$ cat src/rtl/riscv_ctrl_pkg.sv
// Shared encodings for the multi-cycle RISC-V control FSM: opcodes, states,
// and datapath mux select values.
package riscv_ctrl_pkg;

    localparam logic [6:0] OP_LOAD   = 7'b0000011;
    localparam logic [6:0] OP_STORE  = 7'b0100011;
    localparam logic [6:0] OP_RTYPE  = 7'b0110011;
    localparam logic [6:0] OP_ITYPE  = 7'b0010011;
    localparam logic [6:0] OP_BRANCH = 7'b1100011;
    localparam logic [6:0] OP_JAL    = 7'b1101111;

    typedef enum logic [3:0] {
        S_FETCH    = 4'd0,
        S_DECODE   = 4'd1,
        S_MEMADR   = 4'd2,
        S_MEMREAD  = 4'd3,
        S_MEMWB    = 4'd4,
        S_MEMWRITE = 4'd5,
        S_EXECR    = 4'd6,
        S_ALUWB    = 4'd7,
        S_EXECI    = 4'd8,
        S_BEQ      = 4'd9,
        S_JAL      = 4'd10
    } state_t;

    typedef enum logic [1:0] {
        RES_ALUOUT    = 2'b00,
        RES_DATA      = 2'b01,
        RES_ALURESULT = 2'b10
    } result_src_t;

    typedef enum logic [1:0] {
        SRCA_PC    = 2'b00,
        SRCA_OLDPC = 2'b01,
        SRCA_RS1   = 2'b10
    } alu_src_a_t;

    typedef enum logic [1:0] {
        SRCB_RS2  = 2'b00,
        SRCB_IMM  = 2'b01,
        SRCB_FOUR = 2'b10
    } alu_src_b_t;

    typedef enum logic [1:0] {
        ALU_ADD    = 2'b00,
        ALU_BRANCH = 2'b01,
        ALU_FUNCT  = 2'b10
    } alu_op_t;

endpackage

$ cat src/rtl/multicycle_control_unit_if.sv
// Control-unit <-> datapath/memory bundle. The control unit is the master:
// it consumes the opcode and memory handshake and drives every enable/select.
interface multicycle_control_unit_if #(
    parameter int OPCODE_W = 7
);
    import riscv_ctrl_pkg::*;

    logic [OPCODE_W-1:0] Opcode;
    logic                mem_ready;

    logic        PCWrite;
    logic        Branch;
    logic        IRWrite;
    logic        AdrSrc;
    logic        MemRead;
    logic        MemWrite;
    logic        RegWrite;
    result_src_t ResultSrc;
    alu_src_a_t  ALUSrcA;
    alu_src_b_t  ALUSrcB;
    alu_op_t     ALUOp;
    logic        instr_done;
    logic        illegal_instr;
    logic        mem_fault;
    logic [3:0]  state_o;

    modport master (
        input  Opcode, mem_ready,
        output PCWrite, Branch, IRWrite, AdrSrc, MemRead, MemWrite, RegWrite,
               ResultSrc, ALUSrcA, ALUSrcB, ALUOp,
               instr_done, illegal_instr, mem_fault, state_o
    );

    modport slave (
        output Opcode, mem_ready,
        input  PCWrite, Branch, IRWrite, AdrSrc, MemRead, MemWrite, RegWrite,
               ResultSrc, ALUSrcA, ALUSrcB, ALUOp,
               instr_done, illegal_instr, mem_fault, state_o
    );

endinterface

$ cat src/rtl/mem_wait_timer.sv
// Clearable saturating counter of consecutive memory-wait cycles; at_limit
// flags that LIMIT wait cycles have already elapsed.
module mem_wait_timer #(
    parameter int  LIMIT = 1,
    localparam int W     = $clog2(LIMIT + 1)
) (
    input  logic clk,
    input  logic rst,
    input  logic clr,
    input  logic inc,
    output logic at_limit
);

    localparam logic [W-1:0] LIMIT_V = W'(LIMIT);

    logic [W-1:0] cnt;

    always_ff @(posedge clk or posedge rst) begin
        if (rst)
            cnt <= '0;
        else if (clr)
            cnt <= '0;
        else if (inc && cnt != LIMIT_V)
            cnt <= cnt + 1'b1;
    end

    assign at_limit = (cnt == LIMIT_V);

endmodule

$ cat src/rtl/multicycle_control_unit.sv
// Moore control FSM for the multi-cycle RISC-V datapath with a variable-latency
// unified memory, illegal-opcode detection and an optional memory-wait timeout.
module multicycle_control_unit
    import riscv_ctrl_pkg::*;
#(
    parameter int OPCODE_W     = 7,
    parameter bit ENABLE_ITYPE = 1'b1,
    parameter bit ENABLE_JAL   = 1'b1,
    parameter int MEM_TIMEOUT  = 0
) (
    input  logic clk,
    input  logic reset,
    multicycle_control_unit_if.master bus
);

    state_t state, state_next;

    logic [OPCODE_W-1:0] opc_raw;
    logic [6:0]          opcode;
    logic                ready;
    logic                waiting;
    logic                expired;

    logic        pc_write, branch, ir_write, adr_src, mem_read, mem_write, reg_write;
    logic        done, illegal, fault;
    result_src_t res_src;
    alu_src_a_t  src_a;
    alu_src_b_t  src_b;
    alu_op_t     alu_op;

    assign opc_raw = bus.Opcode;
    assign opcode  = opc_raw[6:0];
    assign ready   = bus.mem_ready;

    // A wait cycle is any memory-facing state where the access has not completed.
    assign waiting = (state == S_FETCH || state == S_MEMREAD || state == S_MEMWRITE) && !ready;

    generate
        if (MEM_TIMEOUT > 0) begin : g_timer
            logic at_limit;
            logic timer_clr;

            assign timer_clr = !waiting || expired;

            mem_wait_timer #(.LIMIT(MEM_TIMEOUT)) u_timer (
                .clk      (clk),
                .rst      (reset),
                .clr      (timer_clr),
                .inc      (waiting),
                .at_limit (at_limit)
            );

            assign expired = at_limit && waiting;
        end else begin : g_no_timer
            assign expired = 1'b0;
        end
    endgenerate

    always_ff @(posedge clk or posedge reset) begin
        if (reset)
            state <= S_FETCH;
        else
            state <= state_next;
    end

    always_comb begin
        state_next = state;
        pc_write   = 1'b0;
        branch     = 1'b0;
        ir_write   = 1'b0;
        adr_src    = 1'b0;
        mem_read   = 1'b0;
        mem_write  = 1'b0;
        reg_write  = 1'b0;
        done       = 1'b0;
        illegal    = 1'b0;
        fault      = 1'b0;
        res_src    = RES_ALUOUT;
        src_a      = SRCA_PC;
        src_b      = SRCB_RS2;
        alu_op     = ALU_ADD;

        case (state)
            S_FETCH: begin
                mem_read = 1'b1;
                src_b    = SRCB_FOUR;
                res_src  = RES_ALURESULT;
                if (ready) begin
                    ir_write   = 1'b1;
                    pc_write   = 1'b1;
                    state_next = S_DECODE;
                end
            end
            S_DECODE: begin
                // Branch target is precomputed here from OldPC + Imm.
                src_a = SRCA_OLDPC;
                src_b = SRCB_IMM;
                case (opcode)
                    OP_LOAD, OP_STORE: state_next = S_MEMADR;
                    OP_RTYPE:          state_next = S_EXECR;
                    OP_BRANCH:         state_next = S_BEQ;
                    OP_ITYPE: begin
                        if (ENABLE_ITYPE) state_next = S_EXECI;
                        else begin
                            illegal    = 1'b1;
                            state_next = S_FETCH;
                        end
                    end
                    OP_JAL: begin
                        if (ENABLE_JAL) state_next = S_JAL;
                        else begin
                            illegal    = 1'b1;
                            state_next = S_FETCH;
                        end
                    end
                    default: begin
                        illegal    = 1'b1;
                        state_next = S_FETCH;
                    end
                endcase
            end
            S_MEMADR: begin
                src_a      = SRCA_RS1;
                src_b      = SRCB_IMM;
                state_next = (opcode == OP_LOAD) ? S_MEMREAD : S_MEMWRITE;
            end
            S_MEMREAD: begin
                adr_src  = 1'b1;
                mem_read = 1'b1;
                if (ready) state_next = S_MEMWB;
            end
            S_MEMWB: begin
                res_src    = RES_DATA;
                reg_write  = 1'b1;
                done       = 1'b1;
                state_next = S_FETCH;
            end
            S_MEMWRITE: begin
                adr_src   = 1'b1;
                mem_write = 1'b1;
                if (ready) begin
                    done       = 1'b1;
                    state_next = S_FETCH;
                end
            end
            S_EXECR: begin
                src_a      = SRCA_RS1;
                src_b      = SRCB_RS2;
                alu_op     = ALU_FUNCT;
                state_next = S_ALUWB;
            end
            S_EXECI: begin
                src_a      = SRCA_RS1;
                src_b      = SRCB_IMM;
                alu_op     = ALU_FUNCT;
                state_next = S_ALUWB;
            end
            S_ALUWB: begin
                reg_write  = 1'b1;
                done       = 1'b1;
                state_next = S_FETCH;
            end
            S_BEQ: begin
                src_a      = SRCA_RS1;
                src_b      = SRCB_RS2;
                alu_op     = ALU_BRANCH;
                branch     = 1'b1;
                done       = 1'b1;
                state_next = S_FETCH;
            end
            S_JAL: begin
                // ALUWB afterwards writes rd with OldPC + 4.
                src_a      = SRCA_OLDPC;
                src_b      = SRCB_FOUR;
                pc_write   = 1'b1;
                state_next = S_ALUWB;
            end
            default: state_next = S_FETCH;
        endcase

        // Timed-out access: drop the request, flag it and restart at FETCH.
        if (expired) begin
            pc_write   = 1'b0;
            ir_write   = 1'b0;
            mem_read   = 1'b0;
            mem_write  = 1'b0;
            done       = 1'b0;
            fault      = 1'b1;
            state_next = S_FETCH;
        end

        // State is already FETCH during reset, so only the strobes need masking.
        if (reset) begin
            pc_write  = 1'b0;
            branch    = 1'b0;
            ir_write  = 1'b0;
            mem_read  = 1'b0;
            mem_write = 1'b0;
            reg_write = 1'b0;
            done      = 1'b0;
            illegal   = 1'b0;
            fault     = 1'b0;
        end
    end

    assign bus.PCWrite       = pc_write;
    assign bus.Branch        = branch;
    assign bus.IRWrite       = ir_write;
    assign bus.AdrSrc        = adr_src;
    assign bus.MemRead       = mem_read;
    assign bus.MemWrite      = mem_write;
    assign bus.RegWrite      = reg_write;
    assign bus.ResultSrc     = res_src;
    assign bus.ALUSrcA       = src_a;
    assign bus.ALUSrcB       = src_b;
    assign bus.ALUOp         = alu_op;
    assign bus.instr_done    = done;
    assign bus.illegal_instr = illegal;
    assign bus.mem_fault     = fault;
    assign bus.state_o       = state;

endmodule

$ cat src/flat_wrapper.sv
// flat-port wrapper written by rule: the top's interface ports become plain ports
module multicycle_control_unit_flat import riscv_ctrl_pkg::*;
#(
    parameter int OPCODE_W     = 7,
    parameter bit ENABLE_ITYPE = 1'b1,
    parameter bit ENABLE_JAL   = 1'b1,
    parameter int MEM_TIMEOUT  = 0
)
  (clk, reset, bus_Opcode, bus_mem_ready, bus_PCWrite, bus_Branch, bus_IRWrite, bus_AdrSrc, bus_MemRead, bus_MemWrite, bus_RegWrite, bus_ResultSrc, bus_ALUSrcA, bus_ALUSrcB, bus_ALUOp, bus_instr_done, bus_illegal_instr, bus_mem_fault, bus_state_o);
  multicycle_control_unit_if #(.OPCODE_W(OPCODE_W)) bus_i ();
  input  logic clk;
  input  logic reset;
  input wire logic [$bits(bus_i.Opcode)-1:0] bus_Opcode;
  input wire logic [$bits(bus_i.mem_ready)-1:0] bus_mem_ready;
  output wire logic [$bits(bus_i.PCWrite)-1:0] bus_PCWrite;
  output wire logic [$bits(bus_i.Branch)-1:0] bus_Branch;
  output wire logic [$bits(bus_i.IRWrite)-1:0] bus_IRWrite;
  output wire logic [$bits(bus_i.AdrSrc)-1:0] bus_AdrSrc;
  output wire logic [$bits(bus_i.MemRead)-1:0] bus_MemRead;
  output wire logic [$bits(bus_i.MemWrite)-1:0] bus_MemWrite;
  output wire logic [$bits(bus_i.RegWrite)-1:0] bus_RegWrite;
  output wire logic [$bits(bus_i.ResultSrc)-1:0] bus_ResultSrc;
  output wire logic [$bits(bus_i.ALUSrcA)-1:0] bus_ALUSrcA;
  output wire logic [$bits(bus_i.ALUSrcB)-1:0] bus_ALUSrcB;
  output wire logic [$bits(bus_i.ALUOp)-1:0] bus_ALUOp;
  output wire logic [$bits(bus_i.instr_done)-1:0] bus_instr_done;
  output wire logic [$bits(bus_i.illegal_instr)-1:0] bus_illegal_instr;
  output wire logic [$bits(bus_i.mem_fault)-1:0] bus_mem_fault;
  output wire logic [$bits(bus_i.state_o)-1:0] bus_state_o;
  assign bus_i.Opcode = bus_Opcode;
  assign bus_i.mem_ready = bus_mem_ready;
  assign bus_PCWrite = bus_i.PCWrite;
  assign bus_Branch = bus_i.Branch;
  assign bus_IRWrite = bus_i.IRWrite;
  assign bus_AdrSrc = bus_i.AdrSrc;
  assign bus_MemRead = bus_i.MemRead;
  assign bus_MemWrite = bus_i.MemWrite;
  assign bus_RegWrite = bus_i.RegWrite;
  assign bus_ResultSrc = bus_i.ResultSrc;
  assign bus_ALUSrcA = bus_i.ALUSrcA;
  assign bus_ALUSrcB = bus_i.ALUSrcB;
  assign bus_ALUOp = bus_i.ALUOp;
  assign bus_instr_done = bus_i.instr_done;
  assign bus_illegal_instr = bus_i.illegal_instr;
  assign bus_mem_fault = bus_i.mem_fault;
  assign bus_state_o = bus_i.state_o;
  multicycle_control_unit #(.OPCODE_W(OPCODE_W), .ENABLE_ITYPE(ENABLE_ITYPE), .ENABLE_JAL(ENABLE_JAL), .MEM_TIMEOUT(MEM_TIMEOUT)) u_core (.clk(clk), .reset(reset), .bus(bus_i));
endmodule
$ cat config.mk
export PLATFORM = sky130hd
export DESIGN_NAME = multicycle_control_unit_flat
export DESIGN_NICKNAME = d
export VERILOG_FILES = /design/src/rtl/riscv_ctrl_pkg.sv /design/src/rtl/multicycle_control_unit_if.sv /design/src/rtl/mem_wait_timer.sv /design/src/rtl/multicycle_control_unit.sv /design/src/flat_wrapper.sv
export SDC_FILE = /design/constraint.sdc
export NUM_CORES = 1
export LEC_CHECK = 0
export ABC_AREA = 1
export ABC_CLOCK_PERIOD_IN_PS = 1400
export CAP_MARGIN = 40
export CORE_MARGIN = 8
export CORE_UTILIZATION = 37
export CTS_CLUSTER_SIZE = 8
export DETAILED_ROUTE_END_ITERATION = 10
export HOLD_SLACK_MARGIN = 0.02
export PLACE_DENSITY = 0.89
export SLEW_MARGIN = 25
export SYNTH_ARGS = -nofsm -noshare
export SYNTH_HDL_FRONTEND = slang
export SYNTH_SLANG_ARGS = --single-unit
$ cat constraint.sdc
create_clock -name clk -period 1.4 [get_ports clk]
set_input_delay 0.28 -clock clk [delete_from_list [all_inputs] [get_ports clk]]
set_output_delay 0.28 -clock clk [all_outputs]
set_load 0.01 [all_outputs]
==> flow_metrics.tcl <==
set metrics [dict create \
    status "finished with violations" \
    violations "negative setup slack" \
    p_leak_nw 0.705 \
    min_period_ns 1.77 \
    cp.arrival_ns 1.49 \
    netlist_instances 101 \
    grt-ovfl-total 0 \
    insertion_delay_ns 0.23 \
    post_drt_wl_per_cell_um 15.0 \
    drc 0 \
    coreArea_um2 1450 \
    yosysSeqAreaShare_pct 18.1 \
    root_buffer "clkbuf_4" \
    highest_layer "met4" \
    crit_start "u_core.bus.state_o[3]" \
    drive_above_1_share_pct 58.0 \
    place_area_um2 1070 \
    clk_pin_slew_worst_paths_ns 0.04 \
    rr_endpoint "u_core.bus.state_o[2]" \
    htree_levels 1 \
    syn_avg_cell_area_um2 5.46 \
    synth_cell_types 18 \
    worstPathRequired_ns 1.12 \
    fin_nets 180 \
    diodes 0 \
    cts.sinks 4 \
    cp-start-kind "flip-flop" \
    antenna_found_initial 0 \
    drt_wl_total_um 2780 \
    timing.hold.ws_ns 0.483 \
    fmax_mhz 563 \
    cts_hold_buf 0 \
    cts_buffers 3 \
    final-hold-violation-count 0 \
    ant_nets 0 \
    grt_max_degree 6 \
    dr_total_vias 946 \
    rows 14 \
    path_max_fanout 3 \
    drt-met1-wl_um 998 \
    area_growth_pct 127 \
    final-max-slew-violation-count 0 \
    design_area_um2 1250 \
    reg2reg_from "u_core.bus.state_o[3]" \
    route.met2.wl_um 1550 \
    drt-initial-drc-count 16 \
    setup_ws_ns -0.375 \
    finalSetupViolations 19 \
    die_y_um 54.6 \
    clockBufferDepth 2 \
    grt_pass1_wl_um 4100 \
    max-cap-violations 0 \
    place.gp.congestion 0.837 \
    rr_worst_depth 9 \
    portBuffers 30 \
    ys.warnings.count 0 \
    grt_use_total_pct 18.0 \
    critPathCaptureType "primary output" \
    synth_fp_nets 111 \
    netlist_area_um2 552 \
    pre_cts_slack_ns -0.691 \
    viasPerCell 5.11 \
    crit_type "flip-flop to primary output" \
    cts_tree "done" \
    start_util_pct 38.0 \
    r2r_slack_ns -0.08 \
    pin_count 32 \
    wl_met3_um 189 \
    cp-endpoint "bus_instr_done" \
    largest_register_ff_count 4 \
    first_global_vias 957 \
    p_per_area_nw_per_um2 1040 \
    dr.pass1.iters 4 \
    synth-seq-cells 4 \
    rsz0062_at_grt "true" \
    hold_path_class "primary input to asynchronous set/reset pin" \
    dieWidth_um 54.6 \
    hpwl_um 1770 \
    fin_skew_ns 0.00778 \
    vdd_ir_drop_max_mv 0.813 \
    finalCritPeriodShare_pct 127 \
    dieArea_um2 2980 \
]
metal layers:
metal	GRT usage (%)	vias up
met1	16.7	455
li1	-	446
met4	5.74	0
met3	4.08	6
met2	36.8	39
met5	0	-
layout make-up:
type,count,area [um^2]
clock buffers,4,26.3
multi-input cells,75,492
flip-flops and latches,4,101
repair buffers,65,531
well taps,16,20.0
fillers,85,203
inverters,21,81.3
placed cells by master (no fill, tap or decap), types with 2 or more instances in the layout:
| master | n |
|---|---|
| buf_4 | 31 |
| nand2_1 | 22 |
| buf_2 | 11 |
| inv_1 | 10 |
| inv_2 | 10 |
| nand3_1 | 10 |
| buf_6 | 10 |
| nor2_4 | 9 |
| nand2_2 | 8 |
| clkdlybuf4s50_1 | 8 |
| nor2_1 | 6 |
| nor3_2 | 3 |
| clkbuf_4 | 3 |
| dfrtp_1 | 3 |
| nand2_4 | 2 |
| nand4_1 | 2 |
| nor2_2 | 2 |
| o21ai_0 | 2 |
| a21oi_2 | 2 |
| clkdlybuf4s15_1 | 2 |
| dlygate4sd2_1 | 2 |
cells in the mapped netlist (all sizes together):
cell type	n	area share [%]
nor3	4	3.6
inv	21	14
nand2	32	23
nand4	2	2.3
a21oi	2	1.8
conb	1	0.68
buf	1	1.4
dfrtp	4	18
nand3	12	11
o21ai	4	4.3
nor3b	1	3.4
nor2	17	17
power by group:
group          leakage [nW]  total [mW]  switching [mW]  internal [mW]
clock                0.0150       0.155          0.0479          0.107
sequential           0.0527       0.181          0.0418          0.139
combinational         0.637       0.966           0.524          0.441
worst max-delay path: stages (launching register included):
cell	delay [ns]
dfrtp_1	0.40
buf_4	0.16
nand2_4	0.08
nor2_4	0.04
buf_4	0.12
buf_4	0.12
nand2_1	0.08
nand3_1	0.11
buf_2	0.16
kinds of logic after synthesis:
logic type / Yosys count / share of synthesized area, %
DFF: 4 / 18.1
buffers and inverters: 22 / 15.6
AOI/OAI and AO/OA: 6 / 6.12
other: 1 / 0.680
and+or+nand+nor: 68 / 59.4
worst min-delay path by stage:
| stage | slack (ns) | endpoint | from |
|---|---|---|---|
| 3_5_place_dp | 0.68 | u_core.bus.state_o[1] | reset |
| 4_1_cts | 0.46 | u_core.bus.state_o[2] | reset |
| 6_report | 0.48 | u_core.bus.state_o[2] | reset |
| 2_1_floorplan | 0.07 | u_core.bus.state_o[1] | reset |
| 3_3_place_gp | 0.67 | u_core.bus.state_o[3] | reset |
| 5_1_grt | 0.49 | u_core.bus.state_o[2] | reset |
what timing repair did:
action | 4_1_cts | 5_1_grt
buffers inserted | 7 | 3
resized for setup | 98 | 22
pin swaps | 8 | 8
endpoints found under the setup margin | 24 | 21
metrics by stage:
step	std cells	total power, mW	setup TNS [ns]	utilization, %
after global routing	185	1.38	-5.70	86.1
after global placement	171	0.997	-6.66	73.6
after detailed placement	171	1.01	-7.30	73.6
final	185	1.30	-4.54	86.1
after CTS	182	1.19	-3.85	80.7
after floorplan	101	0.525	0	-
Power figures use the tool's default switching activity.
